<file path="config.mk">
export PLATFORM = sky130hd
export DESIGN_NAME = uart_cmd_ctrl
export DESIGN_NICKNAME = d
export VERILOG_FILES = /design/src/rtl/uart_cmd_ctrl.sv
export SDC_FILE = /design/constraint.sdc
export NUM_CORES = 1
export LEC_CHECK = 0
export CAP_MARGIN = 10
export CORE_MARGIN = 2
export CORE_UTILIZATION = 25
export CTS_BUF_LIST = sky130_fd_sc_hd__clkbuf_4
export CTS_CLUSTER_SIZE = 24
export DETAILED_ROUTE_END_ITERATION = 8
export GPL_ROUTABILITY_DRIVEN = 0
export PLACE_DENSITY = 0.45
export SYNTH_ARGS = -nofsm -noshare
export SYNTH_HDL_FRONTEND = slang
export SYNTH_SLANG_ARGS = --single-unit
</file>
<file path="constraint.sdc">
create_clock -name clk -period 4.8 [get_ports clk]
set_clock_uncertainty 0.2 [all_clocks]
set_input_delay 0.72 -clock clk [delete_from_list [all_inputs] [get_ports clk]]
set_output_delay 0.72 -clock clk [all_outputs]
set_load 0.01 [all_outputs]
</file>
<file path="src/rtl/uart_cmd_ctrl.sv">
// UART command frame parser: HDR CMD DH DL CHK -> one register command.
// Bad frames (parity, checksum, inter-byte timeout) are counted and flagged.
module uart_cmd_ctrl #(
    parameter logic [7:0]  HEADER  = 8'hAA,
    parameter int unsigned TIMEOUT = 50000,
    parameter int unsigned CNT_W   = 16
) (
    input  logic        clk,
    input  logic        reset_n,
    input  logic        rx_ready,
    input  logic [7:0]  rx_data,
    input  logic        rx_error,
    output logic        cmd_valid,
    input  logic        cmd_ready,
    output logic        cmd_write,
    output logic [6:0]  cmd_addr,
    output logic [15:0] cmd_data,
    output logic        frame_err,
    output logic [1:0]  err_code,
    output logic [7:0]  err_count,
    output logic        busy
);

    localparam logic [CNT_W-1:0] TERM = CNT_W'(TIMEOUT - 1);

    typedef enum logic [2:0] {
        S_IDLE,
        S_CMD,
        S_DH,
        S_DL,
        S_CHK,
        S_ISSUE
    } state_t;

    state_t           state_q, state_d;
    logic [CNT_W-1:0] cnt_q, cnt_d;
    logic [7:0]       op_q, op_d;
    logic [7:0]       dh_q, dh_d;
    logic [7:0]       dl_q, dl_d;
    logic             cmd_valid_q, cmd_valid_d;
    logic             cmd_write_q, cmd_write_d;
    logic [6:0]       cmd_addr_q, cmd_addr_d;
    logic [15:0]      cmd_data_q, cmd_data_d;
    logic             frame_err_q, frame_err_d;
    logic [1:0]       err_code_q, err_code_d;
    logic [7:0]       err_count_q, err_count_d;
    logic             busy_q, busy_d;
    logic             abort;
    logic [1:0]       abort_code;

    always_comb begin
        state_d     = state_q;
        cnt_d       = cnt_q;
        op_d        = op_q;
        dh_d        = dh_q;
        dl_d        = dl_q;
        cmd_valid_d = cmd_valid_q;
        cmd_write_d = cmd_write_q;
        cmd_addr_d  = cmd_addr_q;
        cmd_data_d  = cmd_data_q;
        frame_err_d = 1'b0;
        err_code_d  = err_code_q;
        err_count_d = err_count_q;
        abort       = 1'b0;
        abort_code  = 2'd0;

        unique case (state_q)
            S_IDLE: begin
                if (rx_ready && !rx_error && rx_data == HEADER) begin
                    state_d = S_CMD;
                    cnt_d   = '0;
                end
            end
            S_CMD, S_DH, S_DL, S_CHK: begin
                // A byte in the terminal-count cycle beats the timeout.
                if (rx_ready) begin
                    cnt_d = '0;
                    if (rx_error) begin
                        abort      = 1'b1;
                        abort_code = 2'd1;
                    end else if (state_q == S_CMD) begin
                        op_d    = rx_data;
                        state_d = S_DH;
                    end else if (state_q == S_DH) begin
                        dh_d    = rx_data;
                        state_d = S_DL;
                    end else if (state_q == S_DL) begin
                        dl_d    = rx_data;
                        state_d = S_CHK;
                    end else if (rx_data == (op_q ^ dh_q ^ dl_q)) begin
                        state_d     = S_ISSUE;
                        cmd_valid_d = 1'b1;
                        cmd_write_d = op_q[7];
                        cmd_addr_d  = op_q[6:0];
                        cmd_data_d  = {dh_q, dl_q};
                    end else begin
                        abort      = 1'b1;
                        abort_code = 2'd2;
                    end
                end else if (cnt_q == TERM) begin
                    abort      = 1'b1;
                    abort_code = 2'd3;
                end else begin
                    cnt_d = cnt_q + CNT_W'(1);
                end
            end
            S_ISSUE: begin
                if (cmd_ready) begin
                    cmd_valid_d = 1'b0;
                    state_d     = S_IDLE;
                end
            end
            default: state_d = S_IDLE;
        endcase

        if (abort) begin
            state_d     = S_IDLE;
            frame_err_d = 1'b1;
            err_code_d  = abort_code;
            if (err_count_q != 8'hFF) begin
                err_count_d = err_count_q + 8'd1;
            end
        end

        busy_d = (state_d != S_IDLE);
    end

    always_ff @(posedge clk or negedge reset_n) begin
        if (!reset_n) begin
            state_q     <= S_IDLE;
            cnt_q       <= '0;
            op_q        <= '0;
            dh_q        <= '0;
            dl_q        <= '0;
            cmd_valid_q <= 1'b0;
            cmd_write_q <= 1'b0;
            cmd_addr_q  <= '0;
            cmd_data_q  <= '0;
            frame_err_q <= 1'b0;
            err_code_q  <= '0;
            err_count_q <= '0;
            busy_q      <= 1'b0;
        end else begin
            state_q     <= state_d;
            cnt_q       <= cnt_d;
            op_q        <= op_d;
            dh_q        <= dh_d;
            dl_q        <= dl_d;
            cmd_valid_q <= cmd_valid_d;
            cmd_write_q <= cmd_write_d;
            cmd_addr_q  <= cmd_addr_d;
            cmd_data_q  <= cmd_data_d;
            frame_err_q <= frame_err_d;
            err_code_q  <= err_code_d;
            err_count_q <= err_count_d;
            busy_q      <= busy_d;
        end
    end

    assign cmd_valid = cmd_valid_q;
    assign cmd_write = cmd_write_q;
    assign cmd_addr  = cmd_addr_q;
    assign cmd_data  = cmd_data_q;
    assign frame_err = frame_err_q;
    assign err_code  = err_code_q;
    assign err_count = err_count_q;
    assign busy      = busy_q;

endmodule

</file>
# [Word-level counts from Yosys, hierarchy flattened]
# Cells that the tools add are included.
[classes] muxes=39 n_reduce_logical=15 div_mod_pow=0 magnitude_cmp=0 n_eq_ne=18 addsub=2 multipliers=0 bitwise=6 shifts=0
[op_table] operator="16-bit two-way mux" n=3
[op_table] operator="16-bit one-hot mux with 2 select lines" n=1
[op_table] operator="3-bit two-way mux" n=9
[op_table] operator="16-bit by 1-bit adder with 16-bit output, second input constant" n=1
[op_table] operator="16-bit == test, second input constant" n=1
[op_table] operator="1-bit two-way mux" n=16
[op_table] operator="2-bit two-way mux" n=8
[op_table] operator="2-bit inequality test, second input constant" n=8
[op_table] operator="8-bit bitwise XOR" n=2
[op_table] operator="3-bit one-hot mux with 3 select lines" n=1
[op_table] operator="8-bit by 1-bit adder with 8-bit output, second input constant" n=1
[op_table] operator="8-bit == test" n=1
[op_table] operator="8-bit == test, second input constant" n=1
[op_table] operator="8-bit inequality test, second input constant" n=1
[op_table] operator="8-bit AND reduction" n=1
[op_table] operator="7-bit AND reduction" n=1
[op_table] operator="3-bit by 2-bit == test with 1-bit output, second input constant" n=2
[op_table] operator="3-bit == test, second input constant" n=2
[op_table] operator="6-bit AND reduction" n=1
[op_table] operator="5-bit AND reduction" n=1
[op_table] operator="1-bit NOT" n=4
[op_table] operator="4-bit AND reduction" n=1
[op_table] operator="2-bit nonzero test" n=2
[op_table] operator="4-bit OR reduction" n=1
[op_table] operator="9 further kinds" n=10
[totals] latchBits=0 output_inout_bits=37 wordCells=93 ramBits=0 reg_bits=80 in_bits=13 memories=0 mem_bits_ro=0

# [Logic depth before layout (Yosys ltp)]
# Gate-level depths: netlist (run 1).
[logic_depth] ltp_word=12 depth_mapped=7 mapped_depth_nobuf=7

# [Worst setup path before layout (run 1)]
# OpenSTA, ideal clock, no wires.
[synth_path] kind="in2reg" from="in rx_data[0]" to="reg cmd_addr_q[0], in the netlist cmd_addr[0]" path_stages=6 t_arrival_ns=2.251 slack_ns=2.224 required_ns=4.475 path_buffers=1 setup_time_ns=0.125 cell_sequence="xnor2_1 > xnor2_1 > nand4_1 > nor4_2 > buf_4 > mux2_2"
[synth_between] elab_chain_len=2
[synth_lines] element="start, declared" line_no="11" source="input logic [7:0] rx_data,"
[synth_lines] element="8-bit == test" line_no="90" source="end else if (rx_data == (op_q ^ dh_q ^ dl_q)) begin"
[synth_lines] element="7-bit AND reduction (no line)"
[synth_lines] element="end signal, assigned" line_no="151" source="cmd_addr_q <= cmd_addr_d;"
[synth_lines] element="end, declared" line_no="42" source="logic [6:0] cmd_addr_q, cmd_addr_d;"
# No other way between the ends.
# A chain may end at the register's enable or synchronous reset.

# [Worst setup path in the final report (run 1)]
[layout_path] from="in rx_ready" to="reg cnt_q[7]"
[layout_between] elab_chain_len=4 elab_cells_between_ends=7 classes_between="eq/ne: 2; mux: 2; reduce/logical: 3"
[layout_lines] element="start, declared" line_no="10" source="input logic rx_ready,"
[layout_lines] element="1-bit logical AND (2 in series)" line_no="69" source="if (rx_ready && !rx_error && rx_data == HEADER) begin"
[layout_lines] element="2-bit inequality test (no line)"
[layout_lines] element="3-bit AND reduction (no line)"
[layout_lines] element="end signal, assigned" line_no="145" source="cnt_q <= cnt_d;"
[layout_lines] element="end, declared" line_no="36" source="logic [CNT_W-1:0] cnt_q, cnt_d;"
# Several ways; a longest one is shown, not always the timed one.

==> results of run 1 <==
## state kept, by name, summed over array words and instances (netlist names)
| signal | count |
|---|---|
| cmd_data | 16 |
| state_q | 3 |
| frame_err | 1 |
| err_count | 8 |
| busy | 1 |
| cmd_valid | 1 |
| dl_q | 8 |
| dh_q | 8 |
| cmd_addr | 7 |
| cnt_q | 16 |
| err_code | 2 |
| op_q | 8 |
| cmd_write | 1 |
## layout make-up
class                           instances  area [sq um]  share of cell area
Tap cell                              184           230              0.0496
Timing Repair Buffer                   51           503               0.108
Multi-Input combinational cell        216          1710               0.368
Inverter                                6          22.5             0.00486
Sequential cell                        80          2000               0.432
Clock buffer                            9          67.6              0.0146
Clock inverter                          5           106              0.0229
## layout by cell type (no fill, tap or decap), types with 2 or more instances in the layout
master and instances:
clkdlybuf4s50_1 48, nand3_1 9, nor2_1 25, buf_4 3
and3_1 2, inv_1 6, bufinv_16 3, nor3_1 8
and4_1 2, mux2_2 48, a211oi_1 4, nand2_1 17
nor2b_1 4, a21oi_1 5, nor4_1 3, o21ai_0 4
clkbuf_4 9, a221oi_1 2, xnor2_1 27, nor4b_2 2
xor2_1 16, dfrtp_1 80, ha_1 2, nand4_1 13
and4bb_2 2, and2_1 2
## cell families (layout without fill, tap and decap cells)
family | count (synthesis) | in the layout | synth area share
multiplexers | 50 | 50 | 0.150
flip-flops | 80 | 80 | 0.533
buffers and inverters | 13 | 71 | 0.0150
AND/OR/NAND/NOR | 100 | 100 | 0.152
AO/OA/AOI/OAI | 21 | 21 | 0.0433
adder cells (fa/ha/maj) | 2 | 2 | 0.00666
XOR/XNOR | 43 | 43 | 0.100
## metal layers
| metal | vias up | GRT usage |
|---|---|---|
| met5 | - | 0 |
| met2 | 47 | 0.178 |
| li1 | 1209 | - |
| met1 | 1289 | 0.147 |
| met4 | 0 | 0.0375 |
| met3 | 11 | 0.0388 |
## where the power goes
group	total (W)	switching (W)	internal, W
Sequential	0.000971	0.000158	0.000813
Combinational	0.000636	0.000310	0.000326
Clock	0.000505	0.000246	0.000260
## worst reg2reg max path: cells and delay by family, from the launching register on
kind	cells	cell delay (ps)
and+or+nand+nor	4	930
xor gates and xnor gates	1	120
AOI/OAI and AO/OA	1	800
DFF	1	520
## final timing paths
kind	startpoint	to
max in group asynchronous	reset_n	cnt_q[9]
setup / recovery	rx_ready	cnt_q[7]
hold / removal	reset_n	cmd_data[13]
hold reg to reg	err_count[5]	err_count[5]
min in group clk	err_count[5]	err_count[5]
setup reg to reg	state_q[1]	cnt_q[7]
## metrics by stage
stage	hold WS, ps	instances
2_1_floorplan	224	309
3_3_place_gp	292	537
3_5_place_dp	294	537
4_1_cts	252	551
5_1_grt	301	551
6_report	238	551
==> results.toml, run 1 <==
[logic_synthesis]
synth-main-ff-cell = "dfrtp_1"
syn_inst = 309
syn_area_sq_mm = 0.00375
ys_seq_area_frac = 0.533
syn_nets = 324
synth.distinct_cells = 42
synth_edf_count = 0
yosys-top-cells-count = "dfrtp_1, mux2_2, xnor2_1"
synth_area_leaders = "dfrtp_1, mux2_2, xnor2_1, xor2_1, nor2_1"
ys_ff_latch = 80
postSynthAreaPerCell_sq_um = 12.2
yosys_warnings = 0
ys_async_sr_fraction = 1.00
synth_largest_area_cell = "dfrtp_1"
yosysTopAreaCellShare = 0.533
yosysMostFrequentCell = "dfrtp_1"

[critical_path]
path_class = "in2reg"
cpPeakStageDelay_ps = 800
crit_path_start_kind = "primary input"
cp.depth = 7
r2r_slack_ps = 2110
crit_path_end_kind = "flop"
crit_arrival_ps = 3140
worst-r2r-cell-count = 6
worst-path-buf-inv = 1
crit_required_ps = 4940
cpMaxStageDelayCell = "a211oi_1"
critical_path.top_delay_family = "simple AND/OR/NAND/NOR gates"
critPathMaxFanout = 8
path_cells = "clkdlybuf4s50_1, nor2b_1, nand4_1, a211oi_1, and3_1, xnor2_1, nor2_1"

[timing]
rsz0062_at_grt = "no"
period_share = 0.625
fmax_mhz = 333
fin_crit_ps = 3000
tns_ps = 0
worst_slew_pin_slew_ps = 1060
fin_ws_ps = 1800
relSlewSlack = 0.295
setup_viol = 0
finalHoldViolations = 0
maxSlewViolCount = 0

[floorplan]
die_area_sq_mm = 0.0160
start_util = 0.257
fp.coreArea_sq_mm = 0.0146
io_pins = 50
die_x_um = 127
rows = 44
die_h_um = 127

[global_route]
grt_pass1_wl_mm = 14.3
overflow = 0
grt_max_degree = 81
antenna_found_initial = 0
grt_pass1_vias = 2722
grt_use_total = 0.113

[cells_and_area]
post-route-cell-area_sq_mm = 0.00464
final_layout_size_suffix_gt1_frac = 0.207
diodes = 0
fin_nets = 379
nFillCells = 1474
fin_util = 0.318
syn_to_final_growth_pct = 23.5

[route]
drc = 0
first_pass_iters = 4
avgRoutedWirePerCell_um = 15.5
highest_layer = "met4"
final_antenna_net_count = 0
dr_total_vias = 2556
routed_wl_mm = 8.54
wl_met3_um = 417
drt-met1-wl_mm = 3.97
routed_via_density = 4.64
wl_met2_mm = 4.02
drtIter0Drc = 137

[clock_network]
hold_buffers = 0
cts_tree = "done"
cts.repair.resized = 0
clock_path_buffers = 2
post_cts.repair.setup_buffers = 0
htreeDepth = 3
cts.sinks = 80
cts_made_buffers = 9
root_buffer = "clkbuf_4"
clkTransAtPathRegs_ps = 130
clkLatencyLatePin_ps = 450

[placement]
dpl.hpwl_mm = 5.85
pre_cts_ws_ps = 1330
place_area_sq_mm = 0.00446
port_buffers = 49

[pwr]
p_leak_nw = 2.01
peakVddDrop_mv = 0.162
cellPowerDensity_mw_per_mm2 = 455
finalPower_w = 0.00211

[run_status]
status = "finished, final reports clean"

[hold_path]
holdCritPathClass = "in2async"

[flow_run]
cap_violations = 0
Note: power is estimated with default switching activity, not from simulation.
==> run 2, diff against run 1 <==
Settings changed: PLACE_DENSITY 0.45 to 0.46.
Clock period 4.8 ns to 2.62 ns, I/O delays scaled along.
==> run 2 against run 1 <==
Effect of this change:
- power up 75%
- combinational power increased by 100%
- cell area increased by 4.4%
- sequential share of layout area down 1.8 points
- clock power grew 29%
- worst setup slack worse by 1700 ps
- worst hold slack improved by 2.7 ps
- sequential power up 78%
- die area is the same
- clock-buffer cell count is the same
- critical endpoint is now err_count[6]
- highest routed layer unchanged
- first-iteration DRC count shrank 42%
- final cell count up 5.4%
==> results.toml, run 2 (synthesized netlist as in run 1, its figures left out) <==
[run_status]
status = "finished, final reports clean"

[timing]
fin_crit_ps = 2500
finalHoldViolations = 0
relSlewSlack = 0.630
fin_ws_ps = 116
worst_slew_pin_slew_ps = 554
fmax_mhz = 399
maxSlewViolCount = 0
period_share = 0.956
setup_viol = 0

[placement]
dpl.hpwl_mm = 5.94
pre_cts_ws_ps = -159
port_buffers = 49

[critical_path]
path_cells = "or4_4, o41ai_4, o21ai_2, buf_4, nor4_4, mux2i_1"
setup.worst_path.start = "cnt_q[5]"
cpMaxStageDelayCell = "or4_4"
critPathMaxFanout = 6
crit_arrival_ps = 2690
crit_path_end_kind = "flop"
reg2reg_from = "cnt_q[5]"
r2r_slack_ps = 120
crit_path_start_kind = "flop"
cpPeakStageDelay_ps = 570
path_class = "reg2reg"
crit_required_ps = 2800

[route]
first_pass_iters = 6
drtIter0Drc = 79
final_antenna_net_count = 0
routed_wl_mm = 8.32
dr_total_vias = 2632
routed_via_density = 4.53
drc = 0
avgRoutedWirePerCell_um = 14.3

[global_route]
overflow = 0
grt_pass1_wl_mm = 13.7
grt_max_degree = 42
antenna_found_initial = 0
grt_pass1_vias = 2623
grt_use_total = 0.111

[floorplan]
die_h_um = 127
fp.coreArea_sq_mm = 0.0146
start_util = 0.257
die_x_um = 127
die_area_sq_mm = 0.0160
io_pins = 50
rows = 44

[clock_network]
clkLatencyLatePin_ps = 470
root_buffer = "clkbuf_4"
clock_path_buffers = 2
cts.sinks = 80
cts_made_buffers = 9
cts_tree = "done"
htreeDepth = 3
clkTransAtPathRegs_ps = 130

[pwr]
p_leak_nw = 2.12
finalPower_w = 0.00369
cellPowerDensity_mw_per_mm2 = 762
peakVddDrop_mv = 0.337

[cells_and_area]
fin_nets = 407
final_layout_size_suffix_gt1_frac = 0.264
final_cell_mix = "dfrtp_1, mux2_2, clkdlybuf4s50_1"
final_common_cell = "dfrtp_1"
syn_to_final_growth_pct = 28.9
diodes = 0

[hold_path]
holdCritPathClass = "in2async"

[flow_run]
cap_violations = 0
run 2: final cells by class:
class / count / area [sq um]
fillers: 1477 / 9750
clock inverters: 7 / 47.5
repair buffers: 79 / 753
well taps: 184 / 230
inverters: 6 / 22.5
multi-input cells: 216 / 1720
flip-flops and latches: 80 / 2000
clock buffers: 9 / 67.6
run 2: power by group:
group / internal, W / total [W] / switching (W)
Combinational: 0.000684 / 0.00130 / 0.000619
Clock: 0.000194 / 0.000652 / 0.000458
Sequential: 0.00149 / 0.00173 / 0.000244
Total: 0.00237 / 0.00369 / 0.00132
run 2: worst paths after layout:
check / endpoint / cells past startpoint
max: err_count[6] / 6
min: cmd_addr[5] / 2
max reg2reg: err_count[6] / 6
min reg2reg: err_count[5] / 1
max in group asynchronous: state_q[1] / 3
min in group clk: err_count[5] / 1
run 2: routing by layer:
layer,vias to the layer above,part of all wire,global-route usage
met5,-,0,0
met4,0,0.015,0.0407
met3,10,0.041,0.0413
met2,51,0.48,0.172
met1,1299,0.46,0.141
li1,1272,-,-
run 2: stage by stage:
step / utilization / hold WS (ps) / cell area, sq um / setup TNS, ps / cells
detailed placement: 0.321 / 222 / 4680 / -4520 / 561
CTS: 0.329 / 218 / 4810 / 0 / 578
finish: 0.332 / 240 / 4840 / 0 / 581
global placement: 0.321 / 215 / 4680 / -3540 / 561
floorplan: - / -103 / 3750 / 0 / 309
global route: 0.332 / 223 / 4840 / -25.5 / 581
run 2: critical path: cells and delay by family (launching register included):
family / cells / cell delay [ps]
AO/OA/AOI/OAI: 2 / 550
multiplexers: 1 / 220
flip-flops: 1 / 430
AND/OR/NAND/NOR: 2 / 850
buffers and inverters: 1 / 190
run 2: timing repair:
item | CTS | global route
gates resized for setup | 0 | 2
hold endpoints to repair | 40 | 0
endpoints found under the setup margin | 0 | 4
hold buffers | 1 | 0
setup buffers | 0 | 3
